## src/rtl/uart_alu_pkg.sv

```systemverilog
// uart_alu_pkg: opcodes, UART FSM states and the ALU helper shared by uart_alu_top.
// Build option: define UART_PARITY_EN for 11-bit frames with even parity.
// Leave it undefined for 10-bit frames with no parity bit.
package uart_alu_pkg;

    localparam int unsigned DEFAULT_BIT_CYCLES = 868;

    localparam logic [7:0] OP_ADD = 8'h0A;
    localparam logic [7:0] OP_SUB = 8'h0B;
    localparam logic [7:0] OP_AND = 8'h0C;
    localparam logic [7:0] OP_OR  = 8'h0D;

    typedef enum logic [2:0] {
        StIdle,
        StStart,
        StData,
        StParity,
        StStop
    } uart_state_e;

    function automatic logic op_valid(input logic [7:0] op);
        return (op == OP_ADD) || (op == OP_SUB) || (op == OP_AND) || (op == OP_OR);
    endfunction

    // Carry and borrow are dropped, so results wrap modulo 256.
    function automatic logic [7:0] alu(input logic [7:0] a, input logic [7:0] b,
                                       input logic [7:0] op);
        logic [7:0] r;
        case (op)
            OP_ADD:  r = a + b;
            OP_SUB:  r = a - b;
            OP_AND:  r = a & b;
            OP_OR:   r = a | b;
            default: r = 8'h00;
        endcase
        return r;
    endfunction

endpackage

```

## src/rtl/uart_rx_byte.sv

```systemverilog
// uart_rx_byte: synchronizes RX, receives one frame and flags it good or bad.
// Build option: UART_PARITY_EN adds an even-parity bit between data and stop.
module uart_rx_byte
    import uart_alu_pkg::*;
#(
    parameter int unsigned BIT_CYCLES = DEFAULT_BIT_CYCLES
) (
    input  logic       clk,
    input  logic       res,
    input  logic       rx,
    output logic [7:0] data,
    output logic       valid,
    output logic       err,
    output logic       busy
);
    localparam int unsigned CNT_W = $clog2(BIT_CYCLES) + 1;
    localparam logic [CNT_W-1:0] BIT_LAST  = CNT_W'(BIT_CYCLES - 1);
    localparam logic [CNT_W-1:0] HALF_LAST = CNT_W'(BIT_CYCLES / 2 - 1);

    logic             rx_meta_q, rx_sync_q, rx_prev_q;
    logic             fall;
    uart_state_e      state_q, state_d;
    logic [CNT_W-1:0] cnt_q, cnt_d;
    logic [2:0]       bit_q, bit_d;
    logic [7:0]       shift_q, shift_d;
    logic             par_ok;
`ifdef UART_PARITY_EN
    logic             par_q, par_d;

    assign par_ok = ~^{shift_q, par_q};
`else
    assign par_ok = 1'b1;
`endif

    assign fall = rx_prev_q & ~rx_sync_q;
    assign busy = (state_q != StIdle);
    assign data = shift_q;

    // Two-flop synchronizer plus a delayed copy for falling-edge detection.
    always_ff @(posedge clk) begin
        if (res) begin
            rx_meta_q <= 1'b1;
            rx_sync_q <= 1'b1;
            rx_prev_q <= 1'b1;
        end else begin
            rx_meta_q <= rx;
            rx_sync_q <= rx_meta_q;
            rx_prev_q <= rx_sync_q;
        end
    end

    // Receive FSM state register.
    always_ff @(posedge clk) begin
        if (res) begin
            state_q <= StIdle;
            cnt_q   <= '0;
            bit_q   <= '0;
            shift_q <= '0;
`ifdef UART_PARITY_EN
            par_q   <= 1'b0;
`endif
        end else begin
            state_q <= state_d;
            cnt_q   <= cnt_d;
            bit_q   <= bit_d;
            shift_q <= shift_d;
`ifdef UART_PARITY_EN
            par_q   <= par_d;
`endif
        end
    end

    // Next state: start recheck at half a bit, then one sample per bit period.
    always_comb begin
        state_d = state_q;
        cnt_d   = cnt_q + CNT_W'(1);
        bit_d   = bit_q;
        shift_d = shift_q;
        valid   = 1'b0;
        err     = 1'b0;
`ifdef UART_PARITY_EN
        par_d   = par_q;
`endif
        case (state_q)
            StIdle: begin
                cnt_d = '0;
                if (fall) state_d = StStart;
            end
            StStart: begin
                if (cnt_q == HALF_LAST) begin
                    cnt_d   = '0;
                    bit_d   = '0;
                    state_d = rx_sync_q ? StIdle : StData;
                end
            end
            StData: begin
                if (cnt_q == BIT_LAST) begin
                    cnt_d   = '0;
                    shift_d = {rx_sync_q, shift_q[7:1]};
                    bit_d   = bit_q + 3'd1;
                    if (bit_q == 3'd7) begin
`ifdef UART_PARITY_EN
                        state_d = StParity;
`else
                        state_d = StStop;
`endif
                    end
                end
            end
            StParity: begin
                if (cnt_q == BIT_LAST) begin
                    cnt_d   = '0;
`ifdef UART_PARITY_EN
                    par_d   = rx_sync_q;
`endif
                    state_d = StStop;
                end
            end
            StStop: begin
                if (cnt_q == BIT_LAST) begin
                    cnt_d   = '0;
                    state_d = StIdle;
                    if (rx_sync_q && par_ok) valid = 1'b1;
                    else                     err   = 1'b1;
                end
            end
            default: state_d = StIdle;
        endcase
    end

endmodule

```

## src/rtl/uart_alu_top.sv

```systemverilog
// uart_alu_top: 3-byte serial command (A, B, opcode) in, one 8-bit ALU result frame out.
// Build option: UART_PARITY_EN selects 11-bit frames with even parity on RX and TX.
module uart_alu_top
    import uart_alu_pkg::*;
#(
    parameter int unsigned CLK_HZ     = 100_000_000,
    parameter int unsigned BAUD       = 115200,
    parameter int unsigned BIT_CYCLES = CLK_HZ / BAUD
) (
    input  logic clk,
    input  logic res,
    input  logic RX,
    input  logic en_TX_out,
    input  logic TX_flag,
    output logic TX,
    output logic en_RX_in,
    output logic RX_flag
);
    localparam int unsigned CNT_W = $clog2(BIT_CYCLES) + 1;
    localparam logic [CNT_W-1:0] BIT_LAST = CNT_W'(BIT_CYCLES - 1);

    logic [7:0] rx_data;
    logic       rx_valid, rx_err;

    uart_rx_byte #(
        .BIT_CYCLES(BIT_CYCLES)
    ) u_rx (
        .clk  (clk),
        .res  (res),
        .rx   (RX),
        .data (rx_data),
        .valid(rx_valid),
        .err  (rx_err),
        .busy (en_RX_in)
    );

    logic [1:0] byte_cnt_q;
    logic [7:0] a_q, b_q, result_q;
    logic       flag_q;

    assign RX_flag = flag_q;

    // Command assembly: collect A and B, then evaluate on a valid opcode byte.
    always_ff @(posedge clk) begin
        if (res) begin
            byte_cnt_q <= 2'd0;
            a_q        <= 8'h00;
            b_q        <= 8'h00;
            result_q   <= 8'h00;
            flag_q     <= 1'b0;
        end else begin
            flag_q <= 1'b0;
            if (rx_err) begin
                byte_cnt_q <= 2'd0;
            end else if (rx_valid) begin
                case (byte_cnt_q)
                    2'd0: begin
                        a_q        <= rx_data;
                        byte_cnt_q <= 2'd1;
                    end
                    2'd1: begin
                        b_q        <= rx_data;
                        byte_cnt_q <= 2'd2;
                    end
                    default: begin
                        byte_cnt_q <= 2'd0;
                        if (op_valid(rx_data)) begin
                            result_q <= alu(a_q, b_q, rx_data);
                            flag_q   <= 1'b1;
                        end
                    end
                endcase
            end
        end
    end

    uart_state_e      tx_state_q, tx_state_d;
    logic [CNT_W-1:0] tx_cnt_q, tx_cnt_d;
    logic [2:0]       tx_bit_q, tx_bit_d;
    logic [7:0]       tx_shift_q, tx_shift_d;
    logic             tx_q, tx_d;
`ifdef UART_PARITY_EN
    logic             tx_par_q, tx_par_d;
`endif

    // Disable overrides the line at once, without waiting for the register.
    assign TX = tx_q | ~en_TX_out;

    // Transmit FSM state register.
    always_ff @(posedge clk) begin
        if (res) begin
            tx_state_q <= StIdle;
            tx_cnt_q   <= '0;
            tx_bit_q   <= '0;
            tx_shift_q <= '0;
            tx_q       <= 1'b1;
`ifdef UART_PARITY_EN
            tx_par_q   <= 1'b0;
`endif
        end else begin
            tx_state_q <= tx_state_d;
            tx_cnt_q   <= tx_cnt_d;
            tx_bit_q   <= tx_bit_d;
            tx_shift_q <= tx_shift_d;
            tx_q       <= tx_d;
`ifdef UART_PARITY_EN
            tx_par_q   <= tx_par_d;
`endif
        end
    end

    // Next state: tx_d is the level for the next bit, loaded at each bit boundary.
    always_comb begin
        tx_state_d = tx_state_q;
        tx_cnt_d   = (tx_cnt_q == BIT_LAST) ? '0 : tx_cnt_q + CNT_W'(1);
        tx_bit_d   = tx_bit_q;
        tx_shift_d = tx_shift_q;
        tx_d       = tx_q;
`ifdef UART_PARITY_EN
        tx_par_d   = tx_par_q;
`endif
        case (tx_state_q)
            StIdle: begin
                tx_cnt_d = '0;
                tx_d     = 1'b1;
                // A result arriving while busy never reaches here and is dropped.
                if (flag_q && TX_flag) begin
                    tx_state_d = StStart;
                    tx_shift_d = result_q;
                    tx_d       = 1'b0;
`ifdef UART_PARITY_EN
                    tx_par_d   = ^result_q;
`endif
                end
            end
            StStart: begin
                if (tx_cnt_q == BIT_LAST) begin
                    tx_state_d = StData;
                    tx_bit_d   = '0;
                    tx_d       = tx_shift_q[0];
                end
            end
            StData: begin
                if (tx_cnt_q == BIT_LAST) begin
                    tx_shift_d = {1'b0, tx_shift_q[7:1]};
                    tx_bit_d   = tx_bit_q + 3'd1;
                    if (tx_bit_q == 3'd7) begin
`ifdef UART_PARITY_EN
                        tx_state_d = StParity;
                        tx_d       = tx_par_q;
`else
                        tx_state_d = StStop;
                        tx_d       = 1'b1;
`endif
                    end else begin
                        tx_d = tx_shift_q[1];
                    end
                end
            end
            StParity: begin
                if (tx_cnt_q == BIT_LAST) begin
                    tx_state_d = StStop;
                    tx_d       = 1'b1;
                end
            end
            StStop: begin
                if (tx_cnt_q == BIT_LAST) begin
                    tx_state_d = StIdle;
                    tx_d       = 1'b1;
                end
            end
            default: tx_state_d = StIdle;
        endcase
        if (!en_TX_out) begin
            tx_state_d = StIdle;
            tx_cnt_d   = '0;
            tx_d       = 1'b1;
        end
    end

endmodule

```

## config.mk

```make
export PLATFORM = sky130hd
export DESIGN_NAME = uart_alu_top
export DESIGN_NICKNAME = d
export VERILOG_FILES = /design/src/rtl/uart_alu_pkg.sv /design/src/rtl/uart_rx_byte.sv /design/src/rtl/uart_alu_top.sv
export SDC_FILE = /design/constraint.sdc
export NUM_CORES = 1
export LEC_CHECK = 0
export ABC_AREA = 1
export CAP_MARGIN = 40
export CORE_MARGIN = 2
export CORE_UTILIZATION = 48
export CTS_BUF_LIST = sky130_fd_sc_hd__clkbuf_8 sky130_fd_sc_hd__clkbuf_16
export DETAILED_ROUTE_END_ITERATION = 8
export GPL_ROUTABILITY_DRIVEN = 1
export PLACE_DENSITY = 0.64
export SYNTH_ARGS = -nofsm -noshare
export SYNTH_HDL_FRONTEND = slang
export SYNTH_HIERARCHICAL = 1
export SYNTH_SLANG_ARGS = --single-unit
```

## constraint.sdc

```tcl
create_clock -name clk -period 2.86 [get_ports clk]
set_input_delay 0.715 -clock clk [delete_from_list [all_inputs] [get_ports clk]]
set_output_delay 0.715 -clock clk [all_outputs]
set_load 0.02 [all_outputs]
```

# After elaboration in Yosys (flattened, before gate mapping)
# Index checks and enable logic that the tools add are counted.
[classes]
addsub = 6
n_mul = 0
div_mod_pow = 0
magnitude_cmp = 0
eq_ne = 31
shifts = 0
n_mux = 41
n_bitwise = 9
reduce_logical = 29
[op_table]
columns = ["operator", "n"]
rows = [
  ["3-bit two-way mux", 15],
  ["11-bit case mux with 3 select lines", 1],
  ["8-bit by 4-bit equality test with 1-bit output (second input constant)", 4],
  ["8-bit case mux with 4 select lines", 1],
  ["3-bit case mux with 5 select lines", 2],
  ["11-bit by 1-bit adder with 11-bit output (second input constant)", 2],
  ["11-bit by 10-bit equality test with 1-bit output (second input constant)", 2],
  ["11-bit two-way mux", 2],
  ["8-bit two-way mux", 2],
  ["8-bit case mux with 2 select lines", 1],
  ["3-bit AND reduction", 5],
  ["2-bit by 1-bit inequality test with 1-bit output (second input constant)", 7],
  ["3-bit by 2-bit equality test with 1-bit output (second input constant)", 4],
  ["3-bit equality test (second input constant)", 4],
  ["1-bit two-way mux", 12],
  ["2-bit inequality test (second input constant)", 6],
  ["3-bit case mux with 2 select lines", 2],
  ["6-bit AND reduction", 2],
  ["11-bit by 9-bit equality test with 1-bit output (second input constant)", 1],
  ["8-bit adder", 1],
  ["8-bit bitwise AND", 1],
  ["8-bit OR", 1],
  ["4-bit AND reduction", 2],
  ["2-bit OR reduction", 4],
  ["21 further kinds", 32],
]
[word_totals]
ff_bits = 81
latchBits = 0
ram_bits = 0
mem_bits_ro = 0
in_bits = 5
output_inout_bits = 3
word_cells = 133
n_memories = 0

# Depth between registers and ports, before layout
[logic_depth]
depth_word = 5
mapped_depth = 17
mapped_depth_nobuf = 17

# By module
# The synthesis kept the hierarchy.
[modules_own_cells]
columns = ["module", "n_inst", "cells_each", "area_each_um2", "seq_area_each_um2"]
rows = [
  ["uart_alu_top", 1, 451, 3059.2, 1061.0],
  ["uart_rx_byte", 1, 178, 1320.0, 560.5],
]

# Worst setup path after synthesis
# OpenSTA, ideal clock, no wires.
[synth_path]
path_kind = "register -> register"
from = "register u_rx.shift_q[1], in the netlist u_rx/data[1]"
to = "register result_q[3]"
setup_time_ps = 111
arrival_ps = 2201
t_required_ps = 2749
setup_slack_ps = 548
stages_incl_launch_ff = 14
path_buffers = 0
synth_period_minus_slack_ps = 2312
path_cell_list = "dfxtp_1 > nand3_4 > nor2_8 > nand2_4 > nand2_1 > xor2_1 > ha_1 > a21oi_1 > nand2_1 > or2_2 > nand3_1 > nand3_1 > nor2_1 > nor2_1"
[synth_between]
elab_chain_cells = 5
word_cells_on_any_way = 9
cone_classes = "eq/ne (4); mux (1); reduce/logical (4)"
[synth_rtl]
columns = ["element", "line_no", "text"]
rows = [
  ["start: declaration", "uart_rx_byte.sv:25", "logic [7:0] shift_q, shift_d;"],
  ["start signal: assignment", "uart_rx_byte.sv:66", "shift_q <= shift_d;"],
  ["8-bit by 4-bit equality test with 1-bit output", "uart_alu_pkg.sv:22, uart_alu_pkg.sv:29", ""],
  ["1-bit logical OR (3 in a row)", "uart_alu_pkg.sv:22", "return (op == OP_ADD) || (op == OP_SUB) || (op == OP_AND) || (op == OP_OR);"],
  ["4-bit AND reduction (no line)", "-", ""],
  ["end signal: assignment", "uart_alu_top.sv:68", "result_q <= alu(a_q, b_q, rx_data);"],
  ["end: declaration", "uart_alu_top.sv:38", "logic [7:0] a_q, b_q, result_q;"],
]
# Several ways; a longest one is shown, not always the timed one.
# A chain may end at the register's enable or synchronous reset.

# Worst setup path after layout
[layout_path]
from = "input port en_TX_out"
to = "output port TX"
[layout_between]
elab_chain_cells = 2
[layout_rtl]
columns = ["element", "line_no", "text"]
rows = [
  ["start: declaration", "uart_alu_top.sv:13", "input logic en_TX_out,"],
  ["1-bit NOT (no line)", "-", ""],
  ["1-bit OR", "uart_alu_top.sv:87", "assign TX = tx_q | ~en_TX_out;"],
  ["end: declaration", "uart_alu_top.sv:15", "output logic TX,"],
]
# Every way passes these cells.

==> flow_summary.json <==
{
  "critPathMaxFanout": 2,
  "die_w_um": 99.52,
  "ys_types": 37,
  "reg2reg_depth": 13,
  "dr.pass1.iters": 4,
  "power_switching_w": 0.0006592,
  "drt-wirelength-per-cell_um": 11.20,
  "grtUsageTotal_pct": 18.55,
  "rsz0062_at_grt": "false",
  "finalHoldViolCount": 0,
  "relSlewSlack_pct": 56.67,
  "seq_area_frac_synth_pct": 37.03,
  "dieArea_mm2": 0.009903,
  "crit_type": "in -> out",
  "peakVddDrop_mv": 0.3713,
  "p_leak_nw": 2.122,
  "fillers": 865,
  "status": "completed",
  "cts_root_buf": "clkbuf_8",
  "multi_input_area_mm2": 0.002366,
  "netlist_area_mm2": 0.004379,
  "hpwlAfterDp_um": 6358,
  "powerDensity_mw_per_mm2": 498.1,
  "setup-violations-final": 0,
  "worstHoldEndpoint": "u_rx/rx_sync_q",
  "fin_crit_ns": 2.721,
  "portBuffers": 7,
  "chipHeight_um": 99.52,
  "min-delay-start": "u_rx/rx_meta_q",
  "synth_fp_nets": 652,
  "r2r_slack_ns": 0.31,
  "cts_resized": 0,
  "drt_iter0_drc": 191,
  "first_global_vias": 3549,
  "cts.path.max_buffers": 2,
  "timing.fmax_ghz": 0.3676,
  "min_path_cells": 1,
  "clk_latency_ns": 0.34,
  "worstMarginPinSlew_ns": 0.6499,
  "grt_pass1_wl_um": 15280,
  "clkTransAtPathRegs_ns": 0.08,
  "num_vias": 3753,
  "areaGrowthSynthToFinish_pct": 8.886,
  "ys.warnings.count": 6,
  "numClockSinks": 81,
  "swShare_pct": 27.75,
  "drc": 0,
  "coreArea_mm2": 0.008763,
  "critPathArrivalTime_ns": 2.01,
  "antenna_found_initial": 0,
  "io_pins": 8,
  "htreeDepth": 3,
  "final_common_cell": "nand2_1",
  "seqPwrFrac_pct": 51.1,
  "p_clk_share_pct": 34.0,
  "viasPerCell": 4.964,
  "drive_above_1_share_pct": 8.488,
  "rr_startpoint": "u_rx/data[1]",
  "hp-class": "reg -> reg",
  "start_kind": "primary input",
  "cts_tree": "yes",
  "timing.rr.end": "result_q[3]",
  "ys_ff_latch": 81,
  "intPower_w": 0.001716,
  "syn_avg_cell_area_um2": 6.962,
  "start_util_pct": 49.97,
  "cp_data_required_time_ns": 2.14,
  "setup_tns_ns": 0,
  "cts_buffers": 9,
  "routed_wirelength_um": 8466,
  "hold_buffers": 0,
  "synthCells": 629,
  "slew_viol_final": 0,
  "grt_max_degree": 31,
  "dp_cells": 740,
  "cts_setup_buffers": 0,
  "maxCapViolCount": 0,
  "comb_power_share_pct": 14.9,
  "final_cell_count_no_fill": 756,
  "fin_crit_sh_pct": 95.12,
  "antennaDiodeCount": 0,
  "regArea_mm2": 0.001622,
  "gp_congestion": 0.8447,
  "final_cell_mix": "nand2_1 (143), inv_1 (85), dfxtp_1 (81)",
  "ant_nets": 0,
  "layout.nets": 666,
  "rows": 34,
  "skew_ns": 0.01172,
  "cp-end-kind": "output port",
  "grt.overflow.total": 0
}
==> Yosys cell counts, drive strengths merged <==
cell type | count | area, um2
nand2 | 150 | 590.6
inv | 88 | 330.3
dfxtp | 81 | 1622
nor2 | 72 | 306.5
a21oi | 57 | 292.8
o21ai | 48 | 244.0
nand3 | 43 | 250.2
ha | 17 | 212.7
nand4 | 15 | 93.84
nor3 | 11 | 66.32
xor2 | 11 | 96.34
or2 | 10 | 62.56
clkbuf | 6 | 22.52
buf | 3 | 27.52
clkinv | 3 | 11.26
nor3b | 3 | 22.52
nand3b | 2 | 15.01
nor4 | 2 | 42.54
o31ai | 2 | 15.01
xnor2 | 2 | 17.52
fa | 1 | 20.02
o211a | 1 | 10.01
o21a | 1 | 7.510
==> per-layer routing <==
metal / global-route usage, % / up-vias / routed length (um)
met3: 2.741 / 5 / 188
li1: - / 2055 / -
met2: 29.83 / 31 / 3724
met1: 25.80 / 1662 / 4490
met4: 5.796 / 0 / 63
met5: 0 / - / 0
==> flip-flops by register name (all words and copies together), names as in the netlist <==
name            count
tx_cnt_q           11
u_rx/cnt_q         11
a_q                 8
b_q                 8
result_q            8
tx_shift_q          8
u_rx/data           8
tx_bit_q            3
tx_state_q          3
u_rx/bit_q          3
u_rx/state_q        3
byte_cnt_q          2
RX_flag             1
tx_q                1
u_rx/rx_meta_q      1
u_rx/rx_prev_q      1
u_rx/rx_sync_q      1
==> stage by stage <==
stage                     hold WS [ns]  total power (W)  area (um2)  utilization, %  setup slack, ns
after floorplan                 0.3895         0.001513        4379               -           0.5478
after global placement          0.3934         0.001587        4572           52.17           0.1393
after detailed placement        0.4018         0.001595        4572           52.17           0.1398
after CTS                       0.4238         0.002410        4768           54.41           0.1317
after global routing            0.4344         0.002511        4768           54.41          0.05453
final                           0.4196         0.002375        4768           54.41           0.1395
==> power groups by stage <==
stage	combinational, W	clock, W	sequential [W]
global route	0.000407	0.000883	0.00122
global placement	0.000349	0	0.00124
detailed placement	0.000353	0	0.00124
floorplan	0.000281	0	0.00123
CTS	0.000355	0.000840	0.00121
finish	0.000353	0.000809	0.00121
==> logic make-up (layout without fill, tap and decap cells) <==
logic type,count (synthesis),after routing,share of synthesized area [%]
buf+inv,100,119,8.943
fa+ha+maj,18,18,5.314
compound gates,109,109,13.00
flops,81,81,37.03
simple gates,308,308,33.11
xor+xnor,13,13,2.600
==> worst max path at each step <==
stage / start / end / slack, ns / cells after the start
2_1_floorplan: u_rx/data[1] / result_q[3] / 0.55 / 13
3_3_place_gp: en_TX_out / TX / 0.14 / 4
3_5_place_dp: en_TX_out / TX / 0.14 / 4
4_1_cts: en_TX_out / TX / 0.13 / 4
5_1_grt: u_rx/data[1] / result_q[4] / 0.05 / 14
6_report: en_TX_out / TX / 0.14 / 4
==> critical path: stages <==
cell and delay, ns:
clkdlybuf4s50_1 0.45, inv_1 0.04, or2_2 0.26, clkdlybuf4s50_1 0.53
==> final cells by class <==
type / count / share of cell area [%]
multi-input cells: 448 / 49.62
flip-flops and latches: 81 / 34.01
inverters: 91 / 7.163
clock buffers: 10 / 2.886
well taps: 108 / 2.834
repair buffers: 12 / 2.257
clock inverters: 6 / 1.233
Power figures use the tool's default switching activity.
